File: src/rtl/uart_di_pkg.sv
// Shared constants and FSM encoding for the UART-to-DI bridge initiator.
package uart_di_pkg;

    localparam logic [7:0] CMD_WRITE = 8'hC3;
    localparam logic [7:0] CMD_READ  = 8'hC5;
    localparam logic [7:0] RSP_ACK   = 8'hA5;
    localparam logic [7:0] RSP_NAK   = 8'h5A;

    // TERM[2] + REG[4] + LEN[4] following the command byte
    localparam int unsigned HDR_BYTES = 10;

    typedef enum logic [3:0] {
        ST_IDLE,
        ST_HDR,
        ST_WR_BYTE0,
        ST_WR_BYTE1,
        ST_WR_ISSUE,
        ST_RD_REQ,
        ST_RD_WAIT,
        ST_RD_TX0,
        ST_RD_TX1,
        ST_ACK,
        ST_NAK
    } state_e;

endpackage

File: src/rtl/uart_di_master.sv
// Serial-to-DI bridge initiator: decodes command packets from the UART receiver,
// runs DI write/read transfers as master and returns data plus ACK/NAK over the transmitter.
module uart_di_master
    import uart_di_pkg::*;
#(
    parameter int unsigned DI_DATA_WIDTH  = 16,
    parameter int unsigned TIMEOUT_CYCLES = 1000000,
    parameter int unsigned TIMEOUT_WIDTH  = 20
) (
    input  logic                     ifclk,
    input  logic                     resetb,
    input  logic [7:0]               rx_data,
    input  logic                     rx_re,
    input  logic                     rx_error,
    output logic [7:0]               tx_data,
    output logic                     tx_we,
    input  logic                     tx_busy,
    output logic [15:0]              di_term_addr,
    output logic [31:0]              di_reg_addr,
    output logic [31:0]              di_len,
    output logic                     di_write_mode,
    output logic                     di_write,
    output logic [DI_DATA_WIDTH-1:0] di_reg_datai,
    input  logic                     di_write_rdy,
    output logic                     di_read_mode,
    output logic                     di_read_req,
    output logic                     di_read,
    input  logic [DI_DATA_WIDTH-1:0] di_reg_datao,
    input  logic                     di_read_rdy,
    input  logic [15:0]              di_transfer_status
);

    state_e                   state_q;
    logic [3:0]               hdr_cnt_q;
    logic [71:0]              hdr_q;
    logic                     cmd_rd_q;
    logic [30:0]              words_q;
    logic [DI_DATA_WIDTH-1:0] word_q;
    logic [7:0]               hold_q;
    logic                     hold_v_q;
    logic [15:0]              status_q;
    logic [1:0]               rsp_idx_q;
    logic [TIMEOUT_WIDTH-1:0] tmo_q;

    logic [7:0]               tx_data_q;
    logic                     tx_we_q;
    logic [15:0]              term_q;
    logic [31:0]              reg_q;
    logic [31:0]              len_q;
    logic                     wr_mode_q;
    logic                     wr_q;
    logic [DI_DATA_WIDTH-1:0] datai_q;
    logic                     rd_mode_q;
    logic                     rd_req_q;
    logic                     rd_q;

    logic [79:0] hdr_full;
    logic [31:0] hdr_len;
    logic        tx_ok;
    logic        rx_state;
    logic        tmo_hit;
    logic [7:0]  rsp_byte;

    assign hdr_full = {rx_data, hdr_q};
    assign hdr_len  = hdr_full[79:48];
    // A strobe issued last cycle blocks this one, covering a late-rising tx_busy.
    assign tx_ok    = !tx_busy && !tx_we_q;
    assign rx_state = state_q inside {ST_HDR, ST_WR_BYTE0, ST_WR_BYTE1};
    assign tmo_hit  = rx_state && !rx_re &&
                      (tmo_q == TIMEOUT_WIDTH'(TIMEOUT_CYCLES - 1));

    always_comb begin
        rsp_byte = 8'hFF;
        case (rsp_idx_q)
            2'd0:    rsp_byte = (state_q == ST_ACK) ? RSP_ACK : RSP_NAK;
            2'd1:    if (state_q == ST_ACK) rsp_byte = status_q[7:0];
            default: if (state_q == ST_ACK) rsp_byte = status_q[15:8];
        endcase
    end

    always_ff @(posedge ifclk or negedge resetb) begin
        if (!resetb) begin
            state_q   <= ST_IDLE;
            hdr_cnt_q <= '0;
            hdr_q     <= '0;
            cmd_rd_q  <= 1'b0;
            words_q   <= '0;
            word_q    <= '0;
            hold_q    <= '0;
            hold_v_q  <= 1'b0;
            status_q  <= '0;
            rsp_idx_q <= '0;
            tmo_q     <= '0;
            tx_data_q <= '0;
            tx_we_q   <= 1'b0;
            term_q    <= '0;
            reg_q     <= '0;
            len_q     <= '0;
            wr_mode_q <= 1'b0;
            wr_q      <= 1'b0;
            datai_q   <= '0;
            rd_mode_q <= 1'b0;
            rd_req_q  <= 1'b0;
            rd_q      <= 1'b0;
        end else begin
            tx_we_q  <= 1'b0;
            wr_q     <= 1'b0;
            rd_req_q <= 1'b0;
            rd_q     <= 1'b0;

            if (!rx_state || rx_re) tmo_q <= '0;
            else                    tmo_q <= tmo_q + 1'b1;

            if (tmo_hit) begin
                state_q   <= ST_IDLE;
                wr_mode_q <= 1'b0;
                rd_mode_q <= 1'b0;
            end else begin
                case (state_q)
                    ST_IDLE: begin
                        if (rx_re && !rx_error && (rx_data == CMD_WRITE || rx_data == CMD_READ)) begin
                            cmd_rd_q  <= (rx_data == CMD_READ);
                            hdr_cnt_q <= '0;
                            state_q   <= ST_HDR;
                        end
                    end
                    ST_HDR: begin
                        if (rx_re && rx_error) begin
                            state_q <= ST_NAK;
                        end else if (rx_re) begin
                            hdr_q     <= hdr_full[79:8];
                            hdr_cnt_q <= hdr_cnt_q + 4'd1;
                            if (hdr_cnt_q == 4'(HDR_BYTES - 1)) begin
                                if (hdr_len == '0 || hdr_len[0]) begin
                                    state_q <= ST_NAK;
                                end else begin
                                    term_q   <= hdr_full[15:0];
                                    reg_q    <= hdr_full[47:16];
                                    len_q    <= hdr_len;
                                    words_q  <= hdr_len[31:1];
                                    hold_v_q <= 1'b0;
                                    if (cmd_rd_q) begin
                                        rd_mode_q <= 1'b1;
                                        state_q   <= ST_RD_REQ;
                                    end else begin
                                        wr_mode_q <= 1'b1;
                                        state_q   <= ST_WR_BYTE0;
                                    end
                                end
                            end
                        end
                    end
                    ST_WR_BYTE0, ST_WR_BYTE1: begin
                        if (rx_re && rx_error) begin
                            wr_mode_q <= 1'b0;
                            state_q   <= ST_NAK;
                        end else if (rx_re && state_q == ST_WR_BYTE0) begin
                            word_q[7:0] <= rx_data;
                            state_q     <= ST_WR_BYTE1;
                        end else if (rx_re) begin
                            word_q[15:8] <= rx_data;
                            state_q      <= ST_WR_ISSUE;
                        end
                    end
                    ST_WR_ISSUE: begin
                        // The last word's strobe is followed by one cycle so it lands inside the mode window.
                        if (words_q == '0) begin
                            status_q  <= di_transfer_status;
                            wr_mode_q <= 1'b0;
                            state_q   <= ST_ACK;
                        end else if (rx_re && (rx_error || hold_v_q)) begin
                            wr_mode_q <= 1'b0;
                            state_q   <= ST_NAK;
                        end else if (di_write_rdy) begin
                            wr_q    <= 1'b1;
                            datai_q <= word_q;
                            words_q <= words_q - 31'd1;
                            if (words_q == 31'd1) begin
                                state_q <= ST_WR_ISSUE;
                            end else if (rx_re) begin
                                word_q[7:0] <= rx_data;
                                state_q     <= ST_WR_BYTE1;
                            end else if (hold_v_q) begin
                                word_q[7:0] <= hold_q;
                                hold_v_q    <= 1'b0;
                                state_q     <= ST_WR_BYTE1;
                            end else begin
                                state_q <= ST_WR_BYTE0;
                            end
                        end else if (rx_re) begin
                            hold_q   <= rx_data;
                            hold_v_q <= 1'b1;
                        end
                    end
                    ST_RD_REQ: begin
                        rd_req_q <= 1'b1;
                        state_q  <= ST_RD_WAIT;
                    end
                    ST_RD_WAIT: begin
                        if (di_read_rdy) begin
                            rd_q    <= 1'b1;
                            word_q  <= di_reg_datao;
                            state_q <= ST_RD_TX0;
                        end
                    end
                    ST_RD_TX0: begin
                        if (tx_ok) begin
                            tx_we_q   <= 1'b1;
                            tx_data_q <= word_q[7:0];
                            state_q   <= ST_RD_TX1;
                        end
                    end
                    ST_RD_TX1: begin
                        if (tx_ok) begin
                            tx_we_q   <= 1'b1;
                            tx_data_q <= word_q[15:8];
                            words_q   <= words_q - 31'd1;
                            if (words_q == 31'd1) begin
                                status_q  <= di_transfer_status;
                                rd_mode_q <= 1'b0;
                                state_q   <= ST_ACK;
                            end else begin
                                state_q <= ST_RD_REQ;
                            end
                        end
                    end
                    ST_ACK, ST_NAK: begin
                        if (tx_ok) begin
                            tx_we_q   <= 1'b1;
                            tx_data_q <= rsp_byte;
                            if (rsp_idx_q == 2'd2) begin
                                rsp_idx_q <= '0;
                                state_q   <= ST_IDLE;
                            end else begin
                                rsp_idx_q <= rsp_idx_q + 2'd1;
                            end
                        end
                    end
                    default: state_q <= ST_IDLE;
                endcase
            end
        end
    end

    assign tx_data       = tx_data_q;
    assign tx_we         = tx_we_q;
    assign di_term_addr  = term_q;
    assign di_reg_addr   = reg_q;
    assign di_len        = len_q;
    assign di_write_mode = wr_mode_q;
    assign di_write      = wr_q;
    assign di_reg_datai  = datai_q;
    assign di_read_mode  = rd_mode_q;
    assign di_read_req   = rd_req_q;
    assign di_read       = rd_q;

endmodule

File: config.mk
export PLATFORM = sky130hd
export DESIGN_NAME = uart_di_master
export DESIGN_NICKNAME = d
export VERILOG_FILES = /design/src/rtl/uart_di_pkg.sv /design/src/rtl/uart_di_master.sv
export SDC_FILE = /design/constraint.sdc
export NUM_CORES = 1
export LEC_CHECK = 0
export BUFFER_PORTS_ARGS = -buffer_cell sky130_fd_sc_hd__buf_4
export CORE_ASPECT_RATIO = 1.2
export CORE_MARGIN = 4
export CORE_UTILIZATION = 38
export CTS_CLUSTER_SIZE = 24
export DETAILED_ROUTE_END_ITERATION = 10
export PLACE_DENSITY = 0.64
export SLEW_MARGIN = 20
export SYNTH_ARGS = -nofsm -noshare
export SYNTH_HDL_FRONTEND = slang
export SYNTH_SLANG_ARGS = --single-unit
File: constraint.sdc
create_clock -name ifclk -period 2.1 [get_ports ifclk]
set_input_delay 0.105 -clock ifclk [delete_from_list [all_inputs] [get_ports ifclk]]
set_output_delay 0.105 -clock ifclk [all_outputs]
set_load 0.05 [all_outputs]
==> results of run 1 <==
per-stage QoR:
step                std cells  hold WS, ps  util (%)  power (mW)
floorplan                1102       -190.6         -       12.57
detailed placement       1846        76.73     48.01       16.52
CTS                      1960        15.09     53.20       22.79
global placement         1846        72.16     48.01       16.34
global route             1987        19.68     55.63       25.07
finish                   1987        31.71     55.63       23.88
kinds of logic (layout without fill, tap and decap cells):
group / after synthesis / count (layout) / synth area share [%]
flops: 285 / 285 / 54.69
xor+xnor: 18 / 18 / 1.209
buf+inv: 80 / 509 / 2.715
simple gates: 272 / 272 / 11.76
mux: 203 / 203 / 17.44
fa+ha+maj: 6 / 6 / 0.5757
compound gates: 238 / 238 / 11.60
registers in the layout, indices dropped and copies added, names as in the netlist, 20 cells and up:
signal	count
words_q	31
tmo_q	20
di_reg_addr	32
hdr_q	72
di_len	32
repair_timing:
item	in CTS	in global routing
buffers inserted	10	20
hold buffers	42	0
endpoints found under the setup margin	136	165
gates resized for setup	47	125
gates cloned	4	8
endpoints found under the hold margin	342	0
pin swaps	14	47
final cells by class:
class,instances,area share [%]
clock buffers,47,4.580
clock inverters,11,0.8472
inverters,14,0.2912
multi-input cells,737,32.55
flip-flops and latches,285,37.76
well taps,456,3.018
repair buffers,437,20.96
synth_stat cells, drive strengths merged, types with 4 or more instances:
library cell,count
a222oi,12
o2bb2ai,4
nand3b,5
o41ai,7
clkbuf,34
nor2,67
or3,4
nand2b,9
nand4,8
nor3,28
inv,14
xor2,9
mux2i,9
ha,6
a31oi,8
mux2,194
nand4b,4
o31ai,26
and3,10
and4,6
o21ai,87
nor3b,4
buf,32
dfrtp,285
nor4,25
nor2b,9
nand3,15
a21oi,47
or2,4
a22oi,12
nand2,52
xnor2,9
o22ai,8
and2,6
power groups by stage:
stage	clock (mW)	combinational (mW)	sequential, mW
after floorplan	0	4.15	8.42
after global placement	0	8.63	7.71
after detailed placement	0	8.76	7.76
after CTS	5.61	9.46	7.72
after global routing	5.88	11.2	7.97
final	5.51	10.5	7.84
layer usage:
metal | vias to the layer above | GRT usage [%] | wire length (um)
met5 | - | 0 | 0
met4 | 0 | 7.953 | 1599
met3 | 118 | 2.793 | 1760
met2 | 325 | 33.83 | 19710
met1 | 5425 | 24.53 | 15650
li1 | 4903 | - | -
worst max-delay path, cell delays in order, from the launching register on:
cell and delay, ps:
dfrtp_2 460, buf_6 150, nor4b_4 330, nor2_4 80, a21o_1 220, or3_4 440
buf_12 160, a211o_1 250
how the worst max path moves through the flow:
stage / to / slack [ps] / depth (start not counted)
floorplan: words_q[0] / -20 / 6
global route: state_q[2] / -210 / 9
finish: words_q[0] / -110 / 7
detailed placement: words_q[0] / -140 / 7
CTS: words_q[0] / -50 / 7
global placement: words_q[0] / -130 / 7
==> results.sh, run 1 <==
export IMPL_areaGrowthSynthToFinish_pct=44.96
export IMPL_dpl_cell_area_sq_um=16310
export IMPL_dieWidth_um=177.1
export IMPL_violations="negative setup slack"
export IMPL_synth_largest_area_cell="dfrtp_1"
export IMPL_arrival_ps=2680
export IMPL_p_seq_share_pct=32.8
export IMPL_h_tree_depth=1
export IMPL_crit_fanout=6
export IMPL_preCtsSetupSlack_ps=-137.2
export IMPL_clk_latency_ps=590
export IMPL_p_leak_nw=9.094
export IMPL_routed_via_density=5.421
export IMPL_cp_start_kind="register"
export IMPL_clock_sinks=285
export IMPL_numCtsBuffers=31
export IMPL_synthFlopType="dfrtp_1"
export IMPL_die_area_sq_um=37360
export IMPL_mostFrequentLayoutCell="buf_4"
export IMPL_outcome="complete, but fails checks"
export IMPL_fin_crit_sh_pct=105.3
export IMPL_hold_class="input port to register"
export IMPL_synth_edf_count=0
export IMPL_final_cell_mix="340 x buf_4, 280 x dfrtp_1, 176 x mux2_2"
export IMPL_r2r_end="words_q[0]"
export IMPL_netlist_area_leader_share_pct=54.69
export IMPL_min_to="di_write_mode"
export IMPL_fin_nets=1559
export IMPL_antenna_cells=0
export IMPL_synth_distinct_cells=75
export IMPL_r2r_slack_ps=-110
export IMPL_wl_per_cell_um=19.49
export IMPL_postSynthAreaPerCell_sq_um=11.83
export IMPL_vias=10770
export IMPL_period_needed_ps=2211
export IMPL_cts_tree="built"
export IMPL_rr_worst_depth=7
export IMPL_root_buffer="clkbuf_16"
export IMPL_place_congestion=0.9147
export IMPL_holdPathStages=5
export IMPL_final_hold_viol_count=0
export IMPL_synth_area_sq_um=13040
export IMPL_async_flop_share_pct=100.0
export IMPL_drv_slew=0
export IMPL_r2r_start="state_q[0]"
export IMPL_setup_viol=105
export IMPL_die_y_um=210.9
export IMPL_start_util_pct=38.38
export IMPL_final_setup_tns_ps=-3667
export IMPL_ir_drop_v=0.0007647
export IMPL_crit_start="state_q[0]"
export IMPL_port_buffers=156
export IMPL_ios=157
export IMPL_yosys_warnings=0
export IMPL_switching_share_pct=37.07
export IMPL_grt_overflow_total=0
export IMPL_grt_max_degree=80
export IMPL_maxCapViolCount=0
export IMPL_skew_ps=19.30
export IMPL_pwr_share_clk_pct=23.1
export IMPL_p_sw_mw=8.853
export IMPL_hpwl_um=26220
export IMPL_required_ps=2570
export IMPL_rows=74
export IMPL_grt_use_total_pct=19.50
export IMPL_min_from="rx_error"
export IMPL_core_area_sq_um=33980
export IMPL_cts_clk_slew_worst_paths_ps=60
export IMPL_p_int_mw=15.03
export IMPL_drt_initial_drc_count=730
export IMPL_power_density_nw_per_um2=1263
export IMPL_tightestPinTransition_ps=529.4
export IMPL_first_pass_iters=5
export IMPL_rsz0062_at_grt="yes"
export IMPL_final_antenna_net_count=0
export IMPL_drt_wl_total_um=38720
export IMPL_relSlewSlack_pct=64.71
export IMPL_fmaxAchievable_mhz=452.4
export IMPL_drc=0
export IMPL_drive_above_1_share_pct=48.47
export IMPL_clk_path_buf_depth=3
export IMPL_worst_slack_ps=-110.6
export IMPL_synth_area_leaders="dfrtp_1 55%, mux2_2 17%, o21ai_0 2.5%, nor2_1 1.9%, a21oi_1 1.8%"
export IMPL_seq_area_sq_um=7138
export IMPL_grt_pass1_wl_um=58590
export IMPL_fillers=2801
export IMPL_syn_nets=1155
export IMPL_p_comb_share_pct=44.1
export IMPL_antenna_found_initial=0
export IMPL_endpoint_kind="register"
export IMPL_grt_pass1_vias=10750
export IMPL_critPathKind="register to register"
export IMPL_multi_input_area_sq_um=6152
export IMPL_design_area_sq_um=18900
export IMPL_synthCells=1102
export IMPL_ys_seq_area_share_pct=54.69
export IMPL_ys_seq_elements=285
(Power assumes the default switching activity.)
==> run 2: changes to the inputs <==
Settings changed: CTS_BUF_LIST set to sky130_fd_sc_hd__clkbuf_8, SLEW_MARGIN 20 to 15.
==> results.sh, run 2 (synthesis results as in run 1) <==
export IMPL_drc=0
export IMPL_wl_per_cell_um=19.41
export IMPL_endpoint_kind="register"
export IMPL_clock_sinks=285
export IMPL_tightestPinTransition_ps=531.4
export IMPL_pwr_share_clk_pct=20.8
export IMPL_design_area_sq_um=18970
export IMPL_ir_drop_v=0.0007542
export IMPL_final_hold_viol_count=0
export IMPL_r2r_start="words_q[22]"
export IMPL_power_density_nw_per_um2=1206
export IMPL_drv_slew=0
export IMPL_antenna_found_initial=0
export IMPL_grt_pass1_vias=10880
export IMPL_fillers=2805
export IMPL_p_leak_nw=9.322
export IMPL_drt_wl_total_um=39160
export IMPL_final_antenna_net_count=0
export IMPL_die_area_sq_um=37360
export IMPL_p_int_mw=14.24
export IMPL_final_cell_mix="334 x buf_4, 280 x dfrtp_1, 129 x mux2_2"
export IMPL_start_util_pct=38.38
export IMPL_cp_start_kind="register"
export IMPL_violations="negative setup slack"
export IMPL_place_inst=1846
export IMPL_dpl_cell_area_sq_um=16310
export IMPL_r2r_slack_ps=-100
export IMPL_outcome="complete, but fails checks"
export IMPL_root_buffer="clkbuf_8"
export IMPL_setup_viol=52
export IMPL_period_needed_ps=2198
export IMPL_worst_slack_ps=-98.00
export IMPL_maxCapViolCount=0
export IMPL_crit_fanout=16
export IMPL_rr_worst_depth=8
export IMPL_grt_use_total_pct=19.69
export IMPL_finalPower_mw=22.87
export IMPL_seq_area_sq_um=7138
export IMPL_largest_register_ff_count=72
export IMPL_crit_path_end="status_q[14]"
export IMPL_fin_nets=1581
export IMPL_regMostFlops="hdr_q"
export IMPL_vias=10830
export IMPL_p_comb_share_pct=44.9
export IMPL_clk_latency_ps=590
export IMPL_port_buffers=156
export IMPL_rsz0062_at_grt="yes"
export IMPL_drt_initial_drc_count=647
export IMPL_clk_path_buf_depth=3
export IMPL_antenna_cells=0
export IMPL_fin_crit_sh_pct=104.7
export IMPL_switching_share_pct=37.76
export IMPL_arrival_ps=2670
export IMPL_final_setup_tns_ps=-2125
export IMPL_ios=157
export IMPL_mostFrequentLayoutCell="buf_4"
export IMPL_first_pass_iters=7
export IMPL_timing_hold_ws_ps=28.38
export IMPL_hpwl_um=26220
export IMPL_crit_start="words_q[22]"
export IMPL_r2r_end="status_q[14]"
export IMPL_routed_via_density=5.365
export IMPL_grt_overflow_total=0
export IMPL_cts_tree="built"
export IMPL_multi_input_area_sq_um=6235
export IMPL_critPathKind="register to register"
export IMPL_fmaxAchievable_mhz=455.0
export IMPL_core_area_sq_um=33980
export IMPL_required_ps=2580
export IMPL_cts_clk_slew_worst_paths_ps=60
export IMPL_drive_above_1_share_pct=47.50
export IMPL_relSlewSlack_pct=64.57
export IMPL_place_congestion=0.9147
export IMPL_h_tree_depth=2
export IMPL_grt_pass1_wl_um=58990
export IMPL_instances_no_fill=2018
export IMPL_hold_class="input port to asynchronous set/reset pin"
export IMPL_areaGrowthSynthToFinish_pct=45.50
export IMPL_p_seq_share_pct=34.2
export IMPL_dieWidth_um=177.1
export IMPL_rows=74
export IMPL_numCtsBuffers=47
export IMPL_skew_ps=27.82
export IMPL_grt_max_degree=80
export IMPL_p_sw_mw=8.638
export IMPL_die_y_um=210.9
run 2: changes by cell type in the layout (fill, tap and decap cells not counted), sizes merged:
cell,change
inv,+16
clkbuf,+9
clkinv,+4
dlygate4sd3,+4
bufinv,-3
bufbuf,+2
clkinvlp,-2
buf,+1
run 2: power by group through the flow:
stage                     Clock, mW  Combinational (mW)  Sequential (mW)
after floorplan                   0                4.15             8.42
after global placement            0                8.63             7.71
after detailed placement          0                8.76             7.76
after CTS                      4.88                9.35             7.72
after global routing           5.14                11.0             7.98
final                          4.76                10.3             7.83
run 2: how the worst min path moves through the flow:
| stage | end | startpoint | cells past startpoint | slack [ps] |
|---|---|---|---|---|
| after floorplan | cmd_rd_q | resetb | 0 | -190 |
| after global placement | di_write | resetb | 1 | 70 |
| after detailed placement | di_write | resetb | 1 | 80 |
| after CTS | di_read_mode | tx_busy | 4 | 10 |
| after global routing | di_write | resetb | 2 | 70 |
| final | di_write | resetb | 2 | 30 |
run 2: per-stage QoR:
stage,setup slack [ps],util (%)
6_report,-98.00,55.84
5_1_grt,-167.3,55.84
3_3_place_gp,-132.5,48.01
4_1_cts,-73.76,53.18
3_5_place_dp,-137.2,48.01
2_1_floorplan,-17.71,-
run 2: layer usage:
layer	track usage [%]	vias to the layer above	share of wire [%]
met1	24.45	5454	41
met2	34.44	336	51
li1	-	4944	-
met5	0	-	0
met3	2.864	93	4.0
met4	8.113	0	4.1
run 2: critical path, cell delays in order (launching register included):
cell,delay (ps)
dfrtp_1,400
nor3_1,320
and3_2,290
buf_4,130
nand4_4,140
nor3_4,260
o21ai_4,80
buf_12,160
mux2_1,300
run 2: cell type report:
class                           count  share of cell area, %
Clock buffer                       57                  4.135
Clock inverter                     26                 0.7056
Inverter                           14                 0.2902
Multi-Input combinational cell    737                  32.86
Sequential cell                   285                  37.62
Tap cell                          456                  3.007
Timing Repair Buffer              443                  21.38
run 2: timing repair:
item	4_1_cts	5_1_grt
hold buffers	46	0
gates cloned	4	7
buffers inserted	11	25
pin swaps	16	30
resized for setup	49	148
hold endpoints to repair	347	0
setup endpoints to repair	152	170
